### config.mk
export PLATFORM = sky130hd
export DESIGN_NAME = led_div_ctrl
export DESIGN_NICKNAME = d
export VERILOG_FILES = /design/src/rtl/led_pkg.sv /design/src/rtl/led_div_ctrl_btn_debounce.sv /design/src/rtl/led_div_ctrl.sv
export SDC_FILE = /design/constraint.sdc
export NUM_CORES = 1
export LEC_CHECK = 0
export BUFFER_PORTS_ARGS = -buffer_cell sky130_fd_sc_hd__buf_2
export CAP_MARGIN = 20
export CORE_MARGIN = 3
export CORE_UTILIZATION = 25
export CTS_BUF_LIST = sky130_fd_sc_hd__clkbuf_4
export CTS_CLUSTER_DIAMETER = 100
export DETAILED_ROUTE_END_ITERATION = 6
export PLACE_DENSITY = 0.42
export SLEW_MARGIN = 20
export SYNTH_ARGS = -nofsm -noshare
export SYNTH_HDL_FRONTEND = slang
export SYNTH_SLANG_ARGS = --single-unit
### constraint.sdc
create_clock -name clk100 -period 2.75 [get_ports clk100]
set_input_delay 0.55 -clock clk100 [delete_from_list [all_inputs] [get_ports clk100]]
set_output_delay 0.55 -clock clk100 [all_outputs]
set_load 0.05 [all_outputs]
### src/rtl/led_pkg.sv
// Shared definitions for the LED blink-rate path: divider width, FSM state
// encodings and the default divider loaded at reset.
package led_pkg;

  localparam int DIV_W            = 5;
  localparam int DIV_INIT_DEFAULT = 20;

  localparam logic [1:0] ST_INIT_ENC = 2'd0;
  localparam logic [1:0] ST_IDLE_ENC = 2'd1;
  localparam logic [1:0] ST_HOLD_ENC = 2'd2;

  typedef enum logic [1:0] {
    ST_INIT = ST_INIT_ENC,
    ST_IDLE = ST_IDLE_ENC,
    ST_HOLD = ST_HOLD_ENC
  } state_e;

  // Truncate an integer parameter to the divider width.
  function automatic logic [DIV_W-1:0] to_div(input int value);
    return value[DIV_W-1:0];
  endfunction

endpackage

### src/rtl/led_div_ctrl_btn_debounce.sv
// Conditions one raw push-button: two-flop synchroniser, stable-level
// debounce counter, and a one-cycle press pulse on each debounced 0->1.
module btn_debounce #(
  parameter int DEBOUNCE_CYCLES = 1000000
) (
  input  logic clk100,
  input  logic rst,
  input  logic btn_i,
  output logic level_o,
  output logic press_o
);

  localparam int             CNT_W    = $clog2(DEBOUNCE_CYCLES);
  localparam logic [CNT_W-1:0] CNT_LAST = CNT_W'(DEBOUNCE_CYCLES - 1);
  localparam logic [CNT_W-1:0] CNT_ONE  = CNT_W'(1);

  logic             sync1_q, sync1_d;
  logic             sync2_q, sync2_d;
  logic             level_q, level_d;
  logic             press_q, press_d;
  logic [CNT_W-1:0] cnt_q,   cnt_d;

  // Count consecutive cycles the synchronised input disagrees with the
  // debounced level; accept the new level once the count runs out.
  always_comb begin
    sync1_d = btn_i;
    sync2_d = sync1_q;
    level_d = level_q;
    press_d = 1'b0;
    cnt_d   = '0;
    if (sync2_q != level_q) begin
      if (cnt_q == CNT_LAST) begin
        level_d = ~level_q;
        press_d = ~level_q;
      end else begin
        cnt_d = cnt_q + CNT_ONE;
      end
    end
  end

  // Register synchroniser, counter, level and press pulse.
  always_ff @(posedge clk100 or posedge rst) begin
    if (rst) begin
      sync1_q <= 1'b0;
      sync2_q <= 1'b0;
      level_q <= 1'b0;
      press_q <= 1'b0;
      cnt_q   <= '0;
    end else begin
      sync1_q <= sync1_d;
      sync2_q <= sync2_d;
      level_q <= level_d;
      press_q <= press_d;
      cnt_q   <= cnt_d;
    end
  end

  assign level_o = level_q;
  assign press_o = press_q;

endmodule

### src/rtl/led_div_ctrl.sv
// Turns debounced up/down button presses into saturating divider writes
// for the LED counter, with one write strobe per accepted change.
module led_div_ctrl
  import led_pkg::*;
#(
  parameter int DEBOUNCE_CYCLES = 1000000,
  parameter int DIV_INIT        = DIV_INIT_DEFAULT,
  parameter int DIV_MIN         = 0,
  parameter int DIV_MAX         = 31
) (
  input  logic             clk100,
  input  logic             rst,
  input  logic             btn_up_i,
  input  logic             btn_dn_i,
  output logic [DIV_W-1:0] div_o,
  output logic             wren_o,
  output logic             busy_o
);

  localparam logic [DIV_W-1:0] DIV_INIT_V = to_div(DIV_INIT);
  localparam logic [DIV_W-1:0] DIV_MIN_V  = to_div(DIV_MIN);
  localparam logic [DIV_W-1:0] DIV_MAX_V  = to_div(DIV_MAX);
  localparam logic [DIV_W-1:0] DIV_ONE    = to_div(1);

  logic up_level, up_press;
  logic dn_level, dn_press;

  btn_debounce #(.DEBOUNCE_CYCLES(DEBOUNCE_CYCLES)) u_btn_up (
    .clk100  (clk100),
    .rst     (rst),
    .btn_i   (btn_up_i),
    .level_o (up_level),
    .press_o (up_press)
  );

  btn_debounce #(.DEBOUNCE_CYCLES(DEBOUNCE_CYCLES)) u_btn_dn (
    .clk100  (clk100),
    .rst     (rst),
    .btn_i   (btn_dn_i),
    .level_o (dn_level),
    .press_o (dn_press)
  );

  state_e           state_q, state_d;
  logic [DIV_W-1:0] div_q,   div_d;
  logic             wren_q,  wren_d;
  logic             busy_q,  busy_d;

  // Next-state logic: announce the reset value once, then step the divider
  // on single presses and park in HOLD until both buttons are let go.
  always_comb begin
    state_d = state_q;
    div_d   = div_q;
    wren_d  = 1'b0;
    case (state_q)
      ST_INIT: begin
        state_d = ST_IDLE;
        div_d   = DIV_INIT_V;
        wren_d  = 1'b1;
      end
      ST_IDLE: begin
        if (up_press && dn_press) begin
          state_d = ST_HOLD;
        end else if (up_press) begin
          state_d = ST_HOLD;
          if (div_q < DIV_MAX_V) begin
            div_d  = div_q + DIV_ONE;
            wren_d = 1'b1;
          end
        end else if (dn_press) begin
          state_d = ST_HOLD;
          if (div_q > DIV_MIN_V) begin
            div_d  = div_q - DIV_ONE;
            wren_d = 1'b1;
          end
        end
      end
      ST_HOLD: begin
        if (!up_level && !dn_level) begin
          state_d = ST_IDLE;
        end
      end
      default: state_d = ST_INIT;
    endcase
    busy_d = (state_d != ST_IDLE);
  end

  // Register FSM state and all outputs.
  always_ff @(posedge clk100 or posedge rst) begin
    if (rst) begin
      state_q <= ST_INIT;
      div_q   <= DIV_INIT_V;
      wren_q  <= 1'b0;
      busy_q  <= 1'b1;
    end else begin
      state_q <= state_d;
      div_q   <= div_d;
      wren_q  <= wren_d;
      busy_q  <= busy_d;
    end
  end

  assign div_o  = div_q;
  assign wren_o = wren_q;
  assign busy_o = busy_q;

endmodule

==> results of run 1 <==
[kinds of logic (layout without fill, tap and decap cells)]
family                     count (synthesis)  count (layout)  share of synthesized area, %
muxes                                      3               3                          1.23
adders and majority gates                  6               6                          3.00
DFF                                       57              57                          52.0
AOI/OAI and AO/OA                         13              13                          3.73
xor gates and xnor gates                  42              42                          13.4
and+or+nand+nor                          128             128                          24.8
buffers and inverters                     11              34                          1.86
[report_power, final]
| group | internal, mW | leakage (nW) | switching, mW |
|---|---|---|---|
| registers | 0.848 | 0.766 | 0.00848 |
| clock network | 0.369 | 0.0859 | 0.330 |
| logic | 0.0118 | 0.535 | 0.0320 |
[worst register-to-register path: stages (launching register included)]
cell and delay, ps:
dfrtp_1 480, or4_4 510, o311ai_2 630, nor3_2 110
a211o_1 290
[through the flow]
| stage | hold WS [ps] | util, % |
|---|---|---|
| finish | 219 | 29.7 |
| global route | 216 | 29.7 |
| CTS | 215 | 29.7 |
| detailed placement | 341 | 28.1 |
| global placement | 333 | 28.1 |
| floorplan | 331 | - |
[worst paths after layout]
check | from | end | slack, ps
worst max-delay path | div_o[0] | div_o[3] | 640
worst min-delay path | rst | u_btn_up.cnt_q[12] | 220
worst max register to register | div_o[0] | div_o[3] | 640
worst min register to register | u_btn_up.sync1_q | u_btn_up.sync2_q | 360
max in group asynchronous | rst | busy_o | 1820
min in group clk100 | btn_up_i | u_btn_up.sync1_q | 260
[flip-flops by register name (all words and copies together) (netlist names), 2 cells and up]
signal          count
state_q             2
u_btn_up.cnt_q     20
div_o               5
u_btn_dn.cnt_q     20
[Yosys cell counts (3+ instances only)]
library cell,n
nor2_1,45
a21oi_1,3
and2_1,3
dfstp_2,3
and3_1,7
dfrtp_1,54
inv_1,6
nand3_1,19
ha_1,5
nand4_1,7
xnor2_1,14
nand2_1,17
xor2_1,28
nor4b_1,3
mux2_2,3
[per-layer routing]
metal  GRT usage (%)  vias to the layer above  wire [um]
li1                -                      928          -
met1            13.2                      908       2780
met2            13.8                       26       2230
met3            1.75                        5        137
met4            4.43                        0         66
met5               0                        -          0
[area by class of cell]
cell class / instances / area (um2) / area share, %
sequential: 57 / 1430 / 45.8
multi-input combinational: 192 / 1270 / 40.7
tap: 136 / 170 / 5.45
clock inverter: 7 / 95.1 / 3.05
clock buffer: 9 / 67.6 / 2.17
timing repair buffer: 12 / 65.1 / 2.09
inverter: 6 / 22.5 / 0.722
==> results.yml, run 1 <==
place:
  place_ws_ps: 651
  hpwl_um: 3610
  place_inst: 403
  place_area_mm2: 0.00296
  gp_congestion: 0.734
  port_buffers: 10
drt:
  num_vias: 1867
  first_pass_iters: 6
  drtAntennaViolNets: 0
  via_per_inst: 4.46
  drc: 0
  wl_per_cell_um: 12.5
  routed_wl_um: 5220
  drt_iter0_markers: 148
synthesis:
  yosys.area.top_type: "dfrtp_1"
  yosysUniqueCellTypes: 47
  ys_warn_count: 0
  postSynthCellCount: 260
  synth_edf_count: 0
  yosysSeqAreaShare_pct: 52.0
  synth_area_mm2: 0.00275
  synth_seq_cells: 57
  async_flop_share_pct: 100
  synth.area.top_cells: "dfrtp_1, xor2_1, nor2_1"
  yosysTopAreaCellShare_pct: 49.1
  syn_area_per_cell_um2: 10.6
  synth_top_flop_cell: "dfrtp_1"
  syn-num-nets: 270
power_and_ir_drop:
  power_mw: 1.60
  ir_drop_mv: 0.201
  p_per_area_mw_per_mm2: 512
  power_leakage_nw: 1.39
cts:
  postCtsSetupBuffers: 0
  cts_max_level: 3
  cts_buffers: 9
  cts_tree: "done"
  holdBufCountCts: 0
  clk_path_buf_depth: 2
  clkLatencyLatePin_ps: 380
  cts_root_buf: "clkbuf_4"
  ctsResizeCount: 0
  cts.sinks: 57
  clk_pin_slew_ps: 110
sta:
  fmax_mhz: 474
  fin_skew_ps: 19.2
  layout_setup_ws_ps: 639
  tns_ps: 0
  slew_headroom_pct: 51.0
  worst_pin_slew_ps: 734
  hold_viol: 0
  rsz0062_at_grt: "false"
  slew_violations: 0
  setup_violations: 0
  post-route-period-util_pct: 76.8
  fin_crit_ps: 2110
worst_hold_path:
  hp-class: "in -> async"
finish:
  n_fill_cell: 1086
  area_growth_pct: 13.4
  diodes: 0
  final_cell_mix: "dfrtp_1, nor2_1, xor2_1, nand3_1, nand2_1"
  final_common_cell: "dfrtp_1"
  fin_area_mm2: 0.00312
  layout.cells.non_filler: 419
  fin_nets: 288
  post_route_cells_drive_above_1_share_pct: 15.9
setup_path:
  rr_worst_depth: 4
  cp.required_ps: 3020
  cp.arrival_ps: 2380
  worstSetupStartpointType: "flop"
  crit_cells: 4
  end_kind: "flop"
  crit_slowest_cell: "o311ai_2"
  criticalPathCategory: "reg -> reg"
  max_stage_delay_ps: 630
  cp.buffers_inverters: 0
  critPathTopFamily: "compound AO/OA/AOI/OAI gates"
  cp_max_fo: 11
  crit_chain: "or4_4 > o311ai_2 > nor3_2 > a211o_1"
global_route:
  grt_pass1_vias: 2002
  antenna_found_initial: 0
  track_usage_pct: 9.37
  grt_max_degree: 29
  overflow: 0
  grt_pass1_wl_um: 9550
die:
  io_pins: 11
  die-area_mm2: 0.0123
  dieHeight_um: 111
  num_rows: 37
  die_x_um: 111
  core_mm2: 0.0105
  start_util_pct: 26.2
run_status:
  outcome: "finished clean"
run:
  maxCapViolCount: 0
No activity file was read; power rests on OpenSTA's default activity.
==> inputs of run 2 (changes only) <==
--- a/config.mk
+++ b/config.mk
@@ -5,6 +5,7 @@
 export SDC_FILE = /design/constraint.sdc
 export NUM_CORES = 1
 export LEC_CHECK = 0
+export ABC_AREA = 1
 export BUFFER_PORTS_ARGS = -buffer_cell sky130_fd_sc_hd__buf_2
 export CAP_MARGIN = 20
 export CORE_MARGIN = 3
==> constraint.sdc (replaced) <==
create_clock -name clk100 -period 2.1 [get_ports clk100]
set_input_delay 0.42 -clock clk100 [delete_from_list [all_inputs] [get_ports clk100]]
set_output_delay 0.42 -clock clk100 [all_outputs]
set_load 0.05 [all_outputs]
==> results.yml, run 2 <==
synthesis:
  syn_area_per_cell_um2: 7.43
  yosysTopAreaCellShare_pct: 42.3
  synth_edf_count: 0
  synth_top_family_by_area: "simple AND/OR/NAND/NOR gates"
  yosysSeqAreaShare_pct: 44.8
  yosysUniqueCellTypes: 31
  async_flop_share_pct: 100
  ys_warn_count: 0
  synth_area_mm2: 0.00319
  synth_seq_cells: 57
  muxShareOfSynthArea_pct: 0
  yosys.area_share.simple_pct: 38.5
  postSynthCellCount: 430
  synth.area.top_cells: "dfrtp_1, nor2_1, nand2_1"
  yosys.area.top_type: "dfrtp_1"
  syn-num-nets: 440
  synthTopCellsByCount: "nor2_1, nand2_1, dfrtp_1"
  synth_top_flop_cell: "dfrtp_1"
  synth_fa_ha_area_share_pct: 2.59
  synth-xor-area-share_pct: 4.66
  yosysMostFrequentCell: "nor2_1"
  synth-compound-area-share_pct: 3.49
setup_path:
  rr_worst_depth: 8
  cp_max_fo: 5
  crit_cells: 1
  crit_end: "div_o[2]"
  crit_start: "div_o[2]"
  cp.required_ps: 1680
  critPathTopFamily: "flip-flops"
  cp.buffers_inverters: 1
  worstSetupStartpointType: "flop"
  cp.arrival_ps: 1310
  reg2reg_setup_slack_ps: 410
  max_stage_delay_ps: 590
  criticalPathCategory: "reg -> out"
  end_kind: "primary output"
  worstReg2RegEnd: "u_btn_up.cnt_q[13]"
  r2r_start: "u_btn_up.cnt_q[0]"
  crit_chain: "buf_2"
  crit_slowest_cell: "dfstp_2"
finish:
  n_fill_cell: 1339
  final_cell_mix: "nor2_1, nand2_1, dfrtp_1, inv_1, nand3_1"
  layout.cells.non_filler: 627
  multi_input_area_mm2: 0.00157
  final_common_cell: "nor2_1"
  diodes: 0
  fin_area_mm2: 0.00362
  final_util_pct: 29.5
  post_route_cells_drive_above_1_share_pct: 11.8
  fin_nets: 464
  area_growth_pct: 13.3
  seq_area_mm2: 0.00143
die:
  io_pins: 11
  dieHeight_um: 119
  die_x_um: 119
  num_rows: 40
  start_util_pct: 26.1
  core_mm2: 0.0123
  die-area_mm2: 0.0142
place:
  place_area_mm2: 0.00349
  gp_congestion: 0.802
  hpwl_um: 5500
  place_inst: 611
  port_buffers: 10
sta:
  slew_violations: 0
  hold_viol: 0
  post-route-period-util_pct: 82.2
  setup_violations: 0
  slew_headroom_pct: 62.2
  fmax_mhz: 579
  fin_skew_ps: 19.4
  tns_ps: 0
  rsz0062_at_grt: "false"
  fin_crit_ps: 1730
  worst_pin_slew_ps: 567
drt:
  num_vias: 2659
  wl_per_cell_um: 11.8
  drtAntennaViolNets: 0
  routed_wl_um: 7390
  via_per_inst: 4.24
  drt_iter0_markers: 225
  first_pass_iters: 4
  drc: 0
global_route:
  overflow: 0
  grt_pass1_vias: 2549
  track_usage_pct: 11.4
  grt_pass1_wl_um: 12600
  antenna_found_initial: 0
  grt_max_degree: 27
cts:
  cts.sinks: 57
  postCtsSetupBuffers: 0
  clkLatencyLatePin_ps: 440
  holdBufCountCts: 0
  cts_max_level: 3
  clk_pin_slew_ps: 120
  cts_buffers: 9
  ctsResizeCount: 0
  cts_root_buf: "clkbuf_4"
  cts_tree: "done"
  clk_path_buf_depth: 2
run_status:
  outcome: "finished clean"
power_and_ir_drop:
  p_per_area_mw_per_mm2: 553
  p_clk_share_pct: 40.1
  seqPwrFrac_pct: 56.1
  ir_drop_mv: 0.228
  internal_power_mw: 1.51
  combinationalPowerShare_pct: 3.8
  power_mw: 2.00
  swShare_pct: 24.5
  power_leakage_nw: 1.58
  power_switching_uw: 491
worst_hold_path:
  hp-class: "in -> async"
run:
  maxCapViolCount: 0
-- run 2: cell types whose count changed after synthesis, sizes merged, moves of 3 or more --
cell   change
mux2       -3
buf        -3
nor4b      -4
and3       -8
a21oi      +6
nor3      +10
o21ai      +5
nand3     +18
nand2     +90
inv       +45
xnor2      -6
xor2      -19
nor4       -3
nor2      +62
-- run 2: worst min-delay path by stage --
stage | start | to | slack (ps) | cells past startpoint
after floorplan | u_btn_dn.sync1_q | u_btn_dn.sync2_q | 330 | 0
after global placement | u_btn_up.sync1_q | u_btn_up.sync2_q | 330 | 0
after detailed placement | u_btn_up.sync1_q | u_btn_up.sync2_q | 340 | 0
after CTS | rst | u_btn_dn.cnt_q[11] | 10 | 2
after global routing | rst | u_btn_dn.cnt_q[11] | 30 | 2
final | rst | u_btn_dn.cnt_q[11] | 30 | 2
-- run 2: cell type report --
type	count	area share, %
well taps	168	5.81
repair buffers	13	2.35
clock inverters	5	1.31
flip-flops and latches	57	39.5
inverters	51	5.29
clock buffers	11	2.28
multi-input cells	322	43.4
-- run 2: cell families (layout without fill, tap and decap cells) --
kind of cell    Yosys count  count (layout)
xor+xnor                 17              17
compound gates           20              20
fa+ha+maj                 6               6
buf+inv                  51              80
flops                    57              57
simple gates            279             279
-- run 2: layer usage --
| layer | up-vias | share of wire [%] | GRT usage (%) |
|---|---|---|---|
| met3 | 9 | 3.4 | 4.32 |
| met4 | 0 | 1.5 | 4.20 |
| met2 | 31 | 43 | 16.1 |
| met1 | 1212 | 52 | 15.6 |
| met5 | - | 0 | 0 |
| li1 | 1407 | - | - |
-- run 2: power groups by stage --
stage	Sequential (mW)	Clock (mW)	Combinational, mW
floorplan	1.14	0	0.0498
global placement	1.15	0	0.0808
detailed placement	1.15	0	0.0803
CTS	1.12	0.856	0.0806
global route	1.13	0.906	0.0892
finish	1.12	0.802	0.0758
-- run 2: per-stage QoR --
| step | worst slack (ps) | hold slack (ps) |
|---|---|---|
| finish | 374 | 29.5 |
| global route | 270 | 32.6 |
| CTS | 319 | 12.0 |
| detailed placement | 401 | 337 |
| global placement | 420 | 332 |
| floorplan | 285 | 331 |
